## src/rtl/codec_write_arbiter.sv

```systemverilog
// Round-robin arbiter feeding stereo samples from two sources into a codec DAC FIFO.
// Issues a zero filler sample when no source has delivered for UNDERRUN_LIMIT idle cycles.
module codec_write_arbiter #(
    parameter int unsigned W              = 24,
    parameter int unsigned UNDERRUN_LIMIT = 1041
) (
    input  logic         CLOCK_50,
    input  logic         reset,
    input  logic         src0_valid,
    input  logic [W-1:0] src0_left,
    input  logic [W-1:0] src0_right,
    output logic         src0_ready,
    input  logic         src1_valid,
    input  logic [W-1:0] src1_left,
    input  logic [W-1:0] src1_right,
    output logic         src1_ready,
    input  logic         mute,
    input  logic         write_ready,
    output logic         write,
    output logic [W-1:0] writedata_left,
    output logic [W-1:0] writedata_right,
    output logic         grant,
    output logic [15:0]  underrun_count
);

    localparam int unsigned LimW = $clog2(UNDERRUN_LIMIT + 1);
    localparam int unsigned CntW = (LimW > 11) ? LimW : 11;

    typedef enum logic [0:0] {StIdle, StHold} state_e;

    state_e          state_q, state_d;
    logic            write_q, write_d;
    logic [W-1:0]    wdata_left_q, wdata_left_d;
    logic [W-1:0]    wdata_right_q, wdata_right_d;
    logic            grant_q, grant_d;
    logic [15:0]     underrun_count_q, underrun_count_d;
    logic [CntW-1:0] idle_cnt_q, idle_cnt_d;

    logic src0_win, src1_win, accept;

    // On contention the source that did not win last time gets the slot.
    always_comb begin
        src0_win   = src0_valid && (!src1_valid || grant_q);
        src1_win   = src1_valid && (!src0_valid || !grant_q);
        accept     = (state_q == StIdle) && !reset;
        src0_ready = accept && src0_win;
        src1_ready = accept && src1_win;
    end

    always_comb begin
        state_d          = state_q;
        write_d          = 1'b0;
        wdata_left_d     = wdata_left_q;
        wdata_right_d    = wdata_right_q;
        grant_d          = grant_q;
        underrun_count_d = underrun_count_q;
        idle_cnt_d       = idle_cnt_q;
        unique case (state_q)
            StIdle: begin
                if (src0_win || src1_win) begin
                    wdata_left_d  = mute ? '0 : (src1_win ? src1_left : src0_left);
                    wdata_right_d = mute ? '0 : (src1_win ? src1_right : src0_right);
                    grant_d       = src1_win;
                    idle_cnt_d    = '0;
                    state_d       = StHold;
                end else if (idle_cnt_q >= CntW'(UNDERRUN_LIMIT)) begin
                    // A late source still wins over the filler in the limit cycle.
                    wdata_left_d  = '0;
                    wdata_right_d = '0;
                    if (underrun_count_q != 16'hFFFF) begin
                        underrun_count_d = underrun_count_q + 16'd1;
                    end
                    idle_cnt_d = '0;
                    state_d    = StHold;
                end else begin
                    idle_cnt_d = idle_cnt_q + CntW'(1);
                end
            end
            StHold: begin
                if (write_ready) begin
                    write_d = 1'b1;
                    state_d = StIdle;
                end
            end
            default: state_d = StIdle;
        endcase
    end

    always_ff @(posedge CLOCK_50) begin
        if (reset) begin
            state_q          <= StIdle;
            write_q          <= 1'b0;
            wdata_left_q     <= '0;
            wdata_right_q    <= '0;
            grant_q          <= 1'b1;
            underrun_count_q <= '0;
            idle_cnt_q       <= '0;
        end else begin
            state_q          <= state_d;
            write_q          <= write_d;
            wdata_left_q     <= wdata_left_d;
            wdata_right_q    <= wdata_right_d;
            grant_q          <= grant_d;
            underrun_count_q <= underrun_count_d;
            idle_cnt_q       <= idle_cnt_d;
        end
    end

    assign write           = write_q;
    assign writedata_left  = wdata_left_q;
    assign writedata_right = wdata_right_q;
    assign grant           = grant_q;
    assign underrun_count  = underrun_count_q;

endmodule

```

## config.mk

```make
export PLATFORM = sky130hd
export DESIGN_NAME = codec_write_arbiter
export DESIGN_NICKNAME = d
export VERILOG_FILES = /design/src/rtl/codec_write_arbiter.sv
export SDC_FILE = /design/constraint.sdc
export NUM_CORES = 1
export LEC_CHECK = 0
export CAP_MARGIN = 10
export CORE_ASPECT_RATIO = 1.4
export CORE_MARGIN = 2
export CORE_UTILIZATION = 41
export CTS_BUF_LIST = sky130_fd_sc_hd__clkbuf_16
export CTS_CLUSTER_DIAMETER = 50
export DETAILED_ROUTE_END_ITERATION = 10
export GPL_ROUTABILITY_DRIVEN = 1
export HOLD_SLACK_MARGIN = 0.12
export PLACE_DENSITY = 0.79
export SLEW_MARGIN = 20
export SYNTH_ARGS = -nofsm -noshare
export SYNTH_HDL_FRONTEND = slang
export SYNTH_SLANG_ARGS = --single-unit
```

## constraint.sdc

```tcl
create_clock -name CLOCK_50 -period 3.9 [get_ports CLOCK_50]
set_input_delay 0.975 -clock CLOCK_50 [delete_from_list [all_inputs] [get_ports CLOCK_50]]
set_output_delay 0.975 -clock CLOCK_50 [all_outputs]
set_load 0.02 [all_outputs]
```

## After elaboration in Yosys (flattened, before gate mapping)

Cells that the tools add are included.

| storage, ports and cells | value |
|---|---|
| latch bits | 0 |
| output and inout bits | 68 |
| word-level logic and storage cells | 44 |
| ROM bits | 0 |
| input port bits | 102 |
| memories kept | 0 |
| register bits after elaboration | 78 |
| RAM bits | 0 |

| operators by class | value |
|---|---|
| mux-type cells | 14 |
| bitwise logic cells | 2 |
| add/sub/neg operators | 2 |
| multiply operators | 0 |
| equality and inequality tests | 1 |
| shifts and indexed selects | 0 |
| reduce and logical (&&, ||, !) cells | 17 |
| div/mod/pow operators | 0 |
| magnitude comparators | 1 |

Operator list:

| operator | count |
|---|---|
| 24-bit 2-to-1 mux | 7 |
| 11-bit 2-to-1 mux | 2 |
| 16-bit by 1-bit adder with 16-bit output (second input constant) | 1 |
| 16-bit inequality test (second input constant) | 1 |
| 11-bit by 1-bit adder with 11-bit output (second input constant) | 1 |
| 11-bit >= comparator (second input constant) | 1 |
| 1-bit logical AND | 5 |
| 1-bit logical NOT | 4 |
| 1-bit 2-to-1 mux | 4 |
| 2-bit AND reduction | 2 |
| 4-bit AND reduction | 1 |
| 1-bit logical OR | 3 |
| 1-bit inverter | 2 |
| 1-bit case mux with 2 select lines | 1 |
| 2-bit nonzero test | 1 |
| 2-bit OR reduction | 1 |

## Longest topological paths before layout

Gate-level depths: netlist of run 1.

| depth | value |
|---|---|
| depth in word-level cells | 6 |
| gate-level depth with buffers | 9 |
| mapped depth without buffers | 7 |

## Worst setup path after synthesis of run 1

No wires, ideal clock.

| timing path | value |
|---|---|
| path type | input -> output |
| start | in reset |
| end | out src0_ready |
| required time | 2.925 ns |
| arrival | 1.875 ns |
| slack | 1.050 ns |
| stages on the path | 3 |
| buffers on the path | 2 |
| cells stage by stage | clkbuf_1 > buf_1 > nor3_1 |

| between the ends | value |
|---|---|
| longest elaborated chain between the ends | 3 |

RTL lines:

| item | RTL line | source |
|---|---|---|
| start, declared | 8 | `input logic reset,` |
| 1-bit logical NOT | 45 | `accept = (state_q == StIdle) && !reset;` |
| 1-bit logical AND | 45 |  |
| 1-bit logical AND | 46 | `src0_ready = accept && src0_win;` |
| end, declared | 12 | `output logic src0_ready,` |

No other way between the ends.

## Final worst setup path of run 1

| timing path | value |
|---|---|
| start | in src0_valid |
| end | out src0_ready |

| between the ends | value |
|---|---|
| longest elaborated chain between the ends | 2 |

RTL lines:

| item | RTL line | source |
|---|---|---|
| start, declared | 9 | `input logic src0_valid,` |
| 1-bit logical AND | 43 | `src0_win = src0_valid && (!src1_valid \|\| grant_q);` |
| 1-bit logical AND | 46 |  |

No other way between the ends.

==> results.yml, run 1 <==
status:
  status: "completed"
clock_tree:
  htreeDepth: 3
  clock_sinks: 78
  clk_pin_slew_ps: 50
  cts_hold_buf: 0
  cts_made_buffers: 9
  cts_resized: 0
  post_cts_buffers: 0
  cts_tree: "yes"
  cts_max_path_buffers: 2
  clk_latency_ps: 330
  root_buffer: "clkbuf_16"
sta:
  worst_slack_ps: 432.9
  min_period_ps: 3467
  min_period_over_period_pct: 88.90
  skew_ps: 5.339
  tns_ps: 0
  setup_viol: 0
  fmax_mhz: 288.4
  grt_setup_unrepaired: "false"
  tightest_slew_ps: 972.5
  hold_viol: 0
  relSlewSlack_pct: 35.17
  drv_slew: 0
pwr:
  power_switching_uw: 455.4
  powerDensity_nw_per_um2: 336.7
  switching_share_pct: 24.16
  power.share.sequential_pct: 45.0
  combPwrFrac_pct: 17.6
  pwr-share-clk_pct: 37.4
  internal_power_mw: 1.430
  leakage_nw: 1.958
  peakVddDrop_mv: 0.2550
global_route:
  first_global_vias: 3254
  grt_pass1_wl_um: 15660
  grt_start_max_net_pins: 49
  antenna_found_initial: 0
  grt_overflow_total: 0
  grt_usage_pct: 20.17
synth:
  netlist-cell-type-count: 47
  synth_top_area_share_pct: 43.33
  synth_commonest_cells: "dfxtp_1, mux2i_1, o2bb2ai_1"
  yosysMostFrequentCell: "dfxtp_1"
  synth-main-ff-cell: "dfxtp_1"
  yosysSeqAreaShare_pct: 43.33
  synth_area_leaders: "dfxtp_1, mux2i_1, o2bb2ai_1, o2bb2ai_2, or4_1"
  syn_nets: 449
  syn_avg_cell_area_um2: 10.48
  syn_area_um2: 3603
  synth_largest_area_cell: "dfxtp_1"
  synth_edf_count: 0
  ys_warn_count: 0
  postSynth.asyncResetShare_pct: 0
  synth-seq-cells: 78
  synth_cells: 344
critical_path:
  cp_max_fo: 5
  path_class: "in -> out"
  cp.required_ps: 2920
  r2r_slack_ps: 1460
  critical_path_arrival_ps: 2490
  start_kind: "input pin"
  r2r_start: "idle_cnt_q[1]"
  r2r_end: "writedata_left[4]"
  worst_setup_path_end_kind: "output pin"
  reg2regPathDepth: 8
route:
  drc: 0
  drtIter0Drc: 100
  vias: 3343
  first_pass_iters: 4
  viasPerCell: 5.454
  routed_wirelength_um: 9780
  post_drt_wl_per_cell_um: 15.95
  postRouteAntennaNets: 0
worst_hold_path:
  holdCritStartpoint: "writedata_right[23]"
  holdPathEnd: "writedata_right[23]"
  hold_path_class: "reg -> reg"
  whs_path_depth: 1
die:
  rows: 40
  pin_count: 170
  start_util_pct: 42.11
  die_w_um: 83.23
  coreArea_um2: 8558
  die-area_um2: 9565
  die_h_um: 114.9
placed_design:
  dp_hpwl_um: 7358
  place_ws_ps: 417.0
  gp_congestion: 0.7707
  dpl_cell_area_um2: 5341
  io_buffers: 169
finish:
  n_antenna_cell: 0
  drive_above_1_share_pct: 7.087
  fin_nets: 609
  syn2layout_area_growth_pct: 55.38
  fin_area_um2: 5599
  utilization_pct: 65.42
job:
  drv_cap: 0
-- worst max-delay path by stage --
| stage | from | to | slack (ps) | cells after the start |
|---|---|---|---|---|
| final | src0_valid | src0_ready | 430 | 4 |
| after global routing | src0_valid | src0_ready | 310 | 4 |
| after floorplan | reset | src0_ready | 1050 | 3 |
| after global placement | src0_valid | src0_ready | 470 | 4 |
| after CTS | src0_valid | src0_ready | 410 | 4 |
| after detailed placement | src0_valid | src0_ready | 420 | 4 |
-- power by group through the flow --
stage	Clock (mW)	Sequential [mW]	Combinational, mW
floorplan	0	0.896	0.115
global placement	0	0.864	0.329
detailed placement	0	0.865	0.334
CTS	0.726	0.848	0.335
global route	0.759	0.852	0.352
finish	0.706	0.849	0.331
-- worst max-delay path: stages --
cell and delay [ps]:
clkdlybuf4s50_1 590, o21ai_0 140, nor3_1 150, clkdlybuf4s50_1 640
-- final cells by class --
cell class,instances,area [um^2]
sequential,78,1562
inverter,6,22.52
clock buffer,9,225.2
fill,696,2959
clock inverter,6,23.77
multi-input combinational,236,1901
tap,105,131.4
timing repair buffer,173,1734
-- metal layers --
metal	global-route usage, %	up-vias	routed length (um)	share of wire (%)
met5	0	-	0	0
met4	9.180	0	227	2.3
met3	6.461	14	673	6.9
met2	35.38	129	4978	51
met1	22.35	1559	3900	40
li1	-	1641	-	-
-- cells by family (layout without fill, tap and decap cells) --
family,after synthesis,in the layout,synth area share [%]
buf+inv,30,194,4.652
simple gates,82,82,12.92
flops,78,78,43.33
compound gates,95,95,22.43
mux,50,50,14.17
xor+xnor,6,6,1.459
fa+ha+maj,3,3,1.042
-- cells in the final DEF (no fill, tap or decap), types with 9 or more instances in the layout --
cell,synthesis,routed
clkbuf_16,0,9
inv_1,6,9
nand2_1,13,13
nor3_1,11,11
dfxtp_1,78,78
or4_1,12,11
o31ai_1,9,9
clkdlybuf4s50_1,0,169
o2bb2ai_2,10,10
mux2i_1,48,48
nor2_1,9,9
o2bb2ai_1,38,38
-- metrics by stage --
stage	power [mW]	std cells	hold slack, ps
after global placement	1.193	598	443.6
after detailed placement	1.199	598	445.4
after floorplan	1.010	344	473.2
after global routing	1.963	613	478.7
final	1.885	613	457.0
after CTS	1.910	613	463.5
-- sequential cells by signal, indices dropped and copies added (netlist names) --
| signal | count |
|---|---|
| writedata_left | 24 |
| writedata_right | 24 |
| underrun_count | 16 |
| idle_cnt_q | 11 |
| grant | 1 |
| state_q | 1 |
| write | 1 |
(Power assumes the default switching activity.)
==> run 2: changes to the inputs <==
- SETUP_SLACK_MARGIN: default -> 0.4
==> results.yml, run 2 (synthesized netlist as in run 1, its figures left out) <==
status:
  status: "completed"
placed_design:
  dpl_cell_area_um2: 5341
  dp_hpwl_um: 7358
  io_buffers: 169
  gp_congestion: 0.7707
  place_ws_ps: 417.0
worst_hold_path:
  whs_path_depth: 1
  hold_path_class: "reg -> reg"
global_route:
  first_global_vias: 3254
  grt_start_max_net_pins: 49
  grt_usage_pct: 20.17
  grt_pass1_wl_um: 15660
  grt_overflow_total: 0
  antenna_found_initial: 0
critical_path:
  start_kind: "input pin"
  cp_cell_sequence: "clkdlybuf4s50_1 > nand2_1 > and3_1 > clkdlybuf4s50_1"
  cp.required_ps: 2920
  crit_path_max_incr_delay_ps: 610
  path_class: "in -> out"
  worst_setup_path_end_kind: "output pin"
  critical_path.top_delay_family: "buffers and inverters"
  reg2regPathDepth: 8
  critical_path_arrival_ps: 2400
  worst_path_max_delay_cell: "clkdlybuf4s50_1"
  crit_buf_inv: 2
  path_depth: 4
  cpMostUsedCell: "clkdlybuf4s50_1"
  cp_max_fo: 5
clock_tree:
  htreeDepth: 3
  clk_latency_ps: 330
  cts_tree: "yes"
  post_cts_buffers: 0
  cts_made_buffers: 9
  clock_sinks: 78
  cts_max_path_buffers: 2
  root_buffer: "clkbuf_16"
  clk_pin_slew_ps: 50
route:
  postRouteAntennaNets: 0
  first_pass_iters: 4
  post_drt_wl_per_cell_um: 16.00
  routed_wirelength_um: 9805
  drc: 0
  vias: 3367
  viasPerCell: 5.493
  drtIter0Drc: 101
die:
  rows: 40
  start_util_pct: 42.11
  die_h_um: 114.9
  die-area_um2: 9565
  coreArea_um2: 8558
  die_w_um: 83.23
  pin_count: 170
sta:
  grt_setup_unrepaired: "false"
  tns_ps: 0
  tightest_slew_ps: 974.7
  hold_viol: 0
  whs_ps: 457.1
  drv_slew: 0
  fmax_mhz: 296.3
  min_period_over_period_pct: 86.53
  setup_viol: 0
  relSlewSlack_pct: 35.02
  skew_ps: 5.903
  worst_slack_ps: 525.5
  min_period_ps: 3375
finish:
  n_antenna_cell: 0
  syn2layout_area_growth_pct: 55.45
  mostFrequentLayoutCells: "clkdlybuf4s50_1, dfxtp_1, mux2i_1"
  drive_above_1_share_pct: 7.087
  layout.cells.most_common: "clkdlybuf4s50_1"
  fin_area_um2: 5602
  fin_nets: 609
pwr:
  peakVddDrop_mv: 0.2554
  powerDensity_nw_per_um2: 336.7
  p_total_mw: 1.886
  leakage_nw: 1.974
job:
  drv_cap: 0
run 2: power by group:
part / switching [mW] / internal [mW] / total [mW]
Clock: 0.293 / 0.414 / 0.707
Combinational: 0.143 / 0.188 / 0.331
Sequential: 0.0211 / 0.828 / 0.849
Total: 0.456 / 1.43 / 1.89
run 2: per-layer routing:
| metal | global-route usage, % | vias up | share of wire (%) |
|---|---|---|---|
| li1 | - | 1640 | - |
| met3 | 6.461 | 16 | 6.9 |
| met5 | 0 | - | 0 |
| met1 | 22.35 | 1573 | 40 |
| met4 | 9.180 | 0 | 2.6 |
| met2 | 35.38 | 138 | 51 |
run 2: final cells by class:
class / instances / area (um^2)
Fill cell: 695 / 2957
Clock inverter: 6 / 23.77
Sequential cell: 78 / 1562
Multi-Input combinational cell: 236 / 1901
Timing Repair Buffer: 173 / 1737
Tap cell: 105 / 131.4
Inverter: 6 / 22.52
Clock buffer: 9 / 225.2
run 2: metrics by stage:
stage          util, %  cells
2_1_floorplan        -    344
3_3_place_gp     62.41    598
3_5_place_dp     62.41    598
4_1_cts          65.32    613
5_1_grt          65.45    613
6_report         65.45    613
run 2: repair_timing:
action / 4_1_cts / 5_1_grt
gates resized for setup: 0 / 1
setup endpoints to repair: 0 / 1
hold buffers: 0 / 0
run 2: worst paths after layout:
path                        from             endpoint  slack [ps]
max                   src0_valid           src1_ready         530
min          writedata_right[23]  writedata_right[23]         460
max reg2reg        idle_cnt_q[1]    writedata_left[4]        1460
min reg2reg  writedata_right[23]  writedata_right[23]         460
==> run 3: changes to the inputs <==
- CORE_MARGIN: 2 -> 10
==> results.yml, run 3 (synthesized netlist as in run 1, its figures left out) <==
status:
  status: "completed"
placed_design:
  io_buffers: 169
  gp_congestion: 0.7809
  dpl.cell_count: 600
  dp_hpwl_um: 8816
  place_ws_ps: 449.3
route:
  routed_wirelength_um: 11460
  drtIter0Drc: 93
  first_pass_iters: 4
  viasPerCell: 5.568
  postRouteAntennaNets: 0
  vias: 3430
  post_drt_wl_per_cell_um: 18.60
  drc: 0
critical_path:
  crit_path_end: "src1_ready"
  critical_path_arrival_ps: 2390
  path_class: "in -> out"
  r2r_start: "idle_cnt_q[1]"
  reg2regPathDepth: 7
  r2r_slack_ps: 1490
  worst_path_max_delay_cell: "clkdlybuf4s50_1"
  critPathLaunch: "src0_valid"
  cp.required_ps: 2920
  start_kind: "input pin"
  cp_max_fo: 5
  worst_setup_path_end_kind: "output pin"
  crit_path_max_incr_delay_ps: 600
  r2r_end: "underrun_count[5]"
  cpMostUsedCell: "clkdlybuf4s50_1"
  cp_cell_sequence: "clkdlybuf4s50_1 > nand2_1 > and3_1 > clkdlybuf4s50_1"
global_route:
  grt_start_max_net_pins: 49
  use_met3_pct: 6.936
  grt_use_met2_pct: 27.96
  first_global_vias: 3462
  grt_pass1_wl_um: 17640
  antenna_found_initial: 0
  grt_usage_pct: 16.82
  grt_overflow_total: 0
  busiest_layer: "met2"
  grtUsageMet1_pct: 18.63
clock_tree:
  clock_sinks: 78
  cts_made_buffers: 9
  clk_pin_slew_ps: 50
  htreeDepth: 3
  clk_latency_ps: 340
  cts_max_path_buffers: 2
  cts_hold_buf: 0
  cts_tree: "yes"
  root_buffer: "clkbuf_16"
finish:
  mostFrequentLayoutCells: "clkdlybuf4s50_1, dfxtp_1, mux2i_1"
  syn2layout_area_growth_pct: 56.11
  layout.cells.most_common: "clkdlybuf4s50_1"
  fin_nets: 611
  drive_above_1_share_pct: 7.828
  layout.cells.non_filler: 616
  fill_cells: 687
  n_antenna_cell: 0
pwr:
  p_total_mw: 1.914
  pwr-share-clk_pct: 38.1
  combPwrFrac_pct: 17.5
  powerDensity_nw_per_um2: 340.2
  switching_share_pct: 24.96
  power.share.sequential_pct: 44.3
  power_switching_uw: 477.7
  leakage_nw: 1.979
  peakVddDrop_mv: 0.2756
  internal_power_mw: 1.436
sta:
  tns_ps: 0
  min_period_over_period_pct: 86.35
  min_period_ps: 3368
  worst_slack_ps: 532.2
  relSlewSlack_pct: 33.02
  fmax_mhz: 296.9
  skew_ps: 7.227
  hold_viol: 0
  drv_slew: 0
  setup_viol: 0
  tightest_slew_ps: 1005
  grt_setup_unrepaired: "false"
job:
  drv_cap: 0
die:
  coreArea_um2: 8558
  rows: 40
  die-area_um2: 12990
  die_h_um: 130.9
  pin_count: 170
  start_util_pct: 42.11
  die_w_um: 99.23
worst_hold_path:
  hold_path_class: "reg -> reg"
run 3: changes by cell type in the layout (fill, tap and decap cells not counted), sizes merged:
| cell | delta |
|---|---|
| buf | +2 |
| clkinv | +2 |
| inv | -2 |
| clkinvlp | +1 |
run 3: how the worst min path moves through the flow:
stage	start	end	cells past startpoint
floorplan	idle_cnt_q[1]	idle_cnt_q[1]	2
global placement	writedata_right[21]	writedata_right[21]	1
CTS	writedata_left[6]	writedata_left[6]	1
finish	writedata_left[7]	writedata_left[7]	1
global route	writedata_left[6]	writedata_left[6]	1
detailed placement	writedata_right[9]	writedata_right[9]	1
run 3: layer usage:
metal / routed length, um / share of wire, %
met5: 0 / 0
met4: 210 / 1.8
met3: 1060 / 9.3
met2: 5710 / 50
met1: 4476 / 39
run 3: critical path: cells and delay by family:
| kind | cells | cell delay [ps] |
|---|---|---|
| simple gates | 2 | 300 |
| buf+inv | 2 | 1120 |
run 3: stage by stage:
| stage | hold WS (ps) | area (um^2) | util [%] |
|---|---|---|---|
| after floorplan | 473.2 | 3603 | - |
| after global placement | 443.5 | 5356 | 62.59 |
| after detailed placement | 445.3 | 5356 | 62.59 |
| after CTS | 465.9 | 5614 | 65.60 |
| after global routing | 472.9 | 5625 | 65.73 |
| final | 460.6 | 5625 | 65.73 |
run 3: area by class of cell:
class | count | area (um^2) | share of cell area, %
Clock buffer | 9 | 225.2 | 4.004
Clock inverter | 7 | 32.53 | 0.5783
Inverter | 6 | 22.52 | 0.4004
Multi-Input combinational cell | 236 | 1901 | 33.79
Sequential cell | 78 | 1562 | 27.76
Tap cell | 105 | 131.4 | 2.335
Timing Repair Buffer | 175 | 1752 | 31.14
run 3: power groups by stage:
stage | logic [mW] | clock network, mW | registers (mW)
after floorplan | 0.115 | 0 | 0.896
after global placement | 0.335 | 0 | 0.864
after detailed placement | 0.339 | 0 | 0.865
after CTS | 0.340 | 0.752 | 0.848
after global routing | 0.359 | 0.783 | 0.852
final | 0.336 | 0.730 | 0.848
run 3: what timing repair did:
action,4_1_cts,5_1_grt
setup buffers,0,0
endpoints found under the setup margin,0,1
resized for setup,0,1
endpoints found under the hold margin,0,0
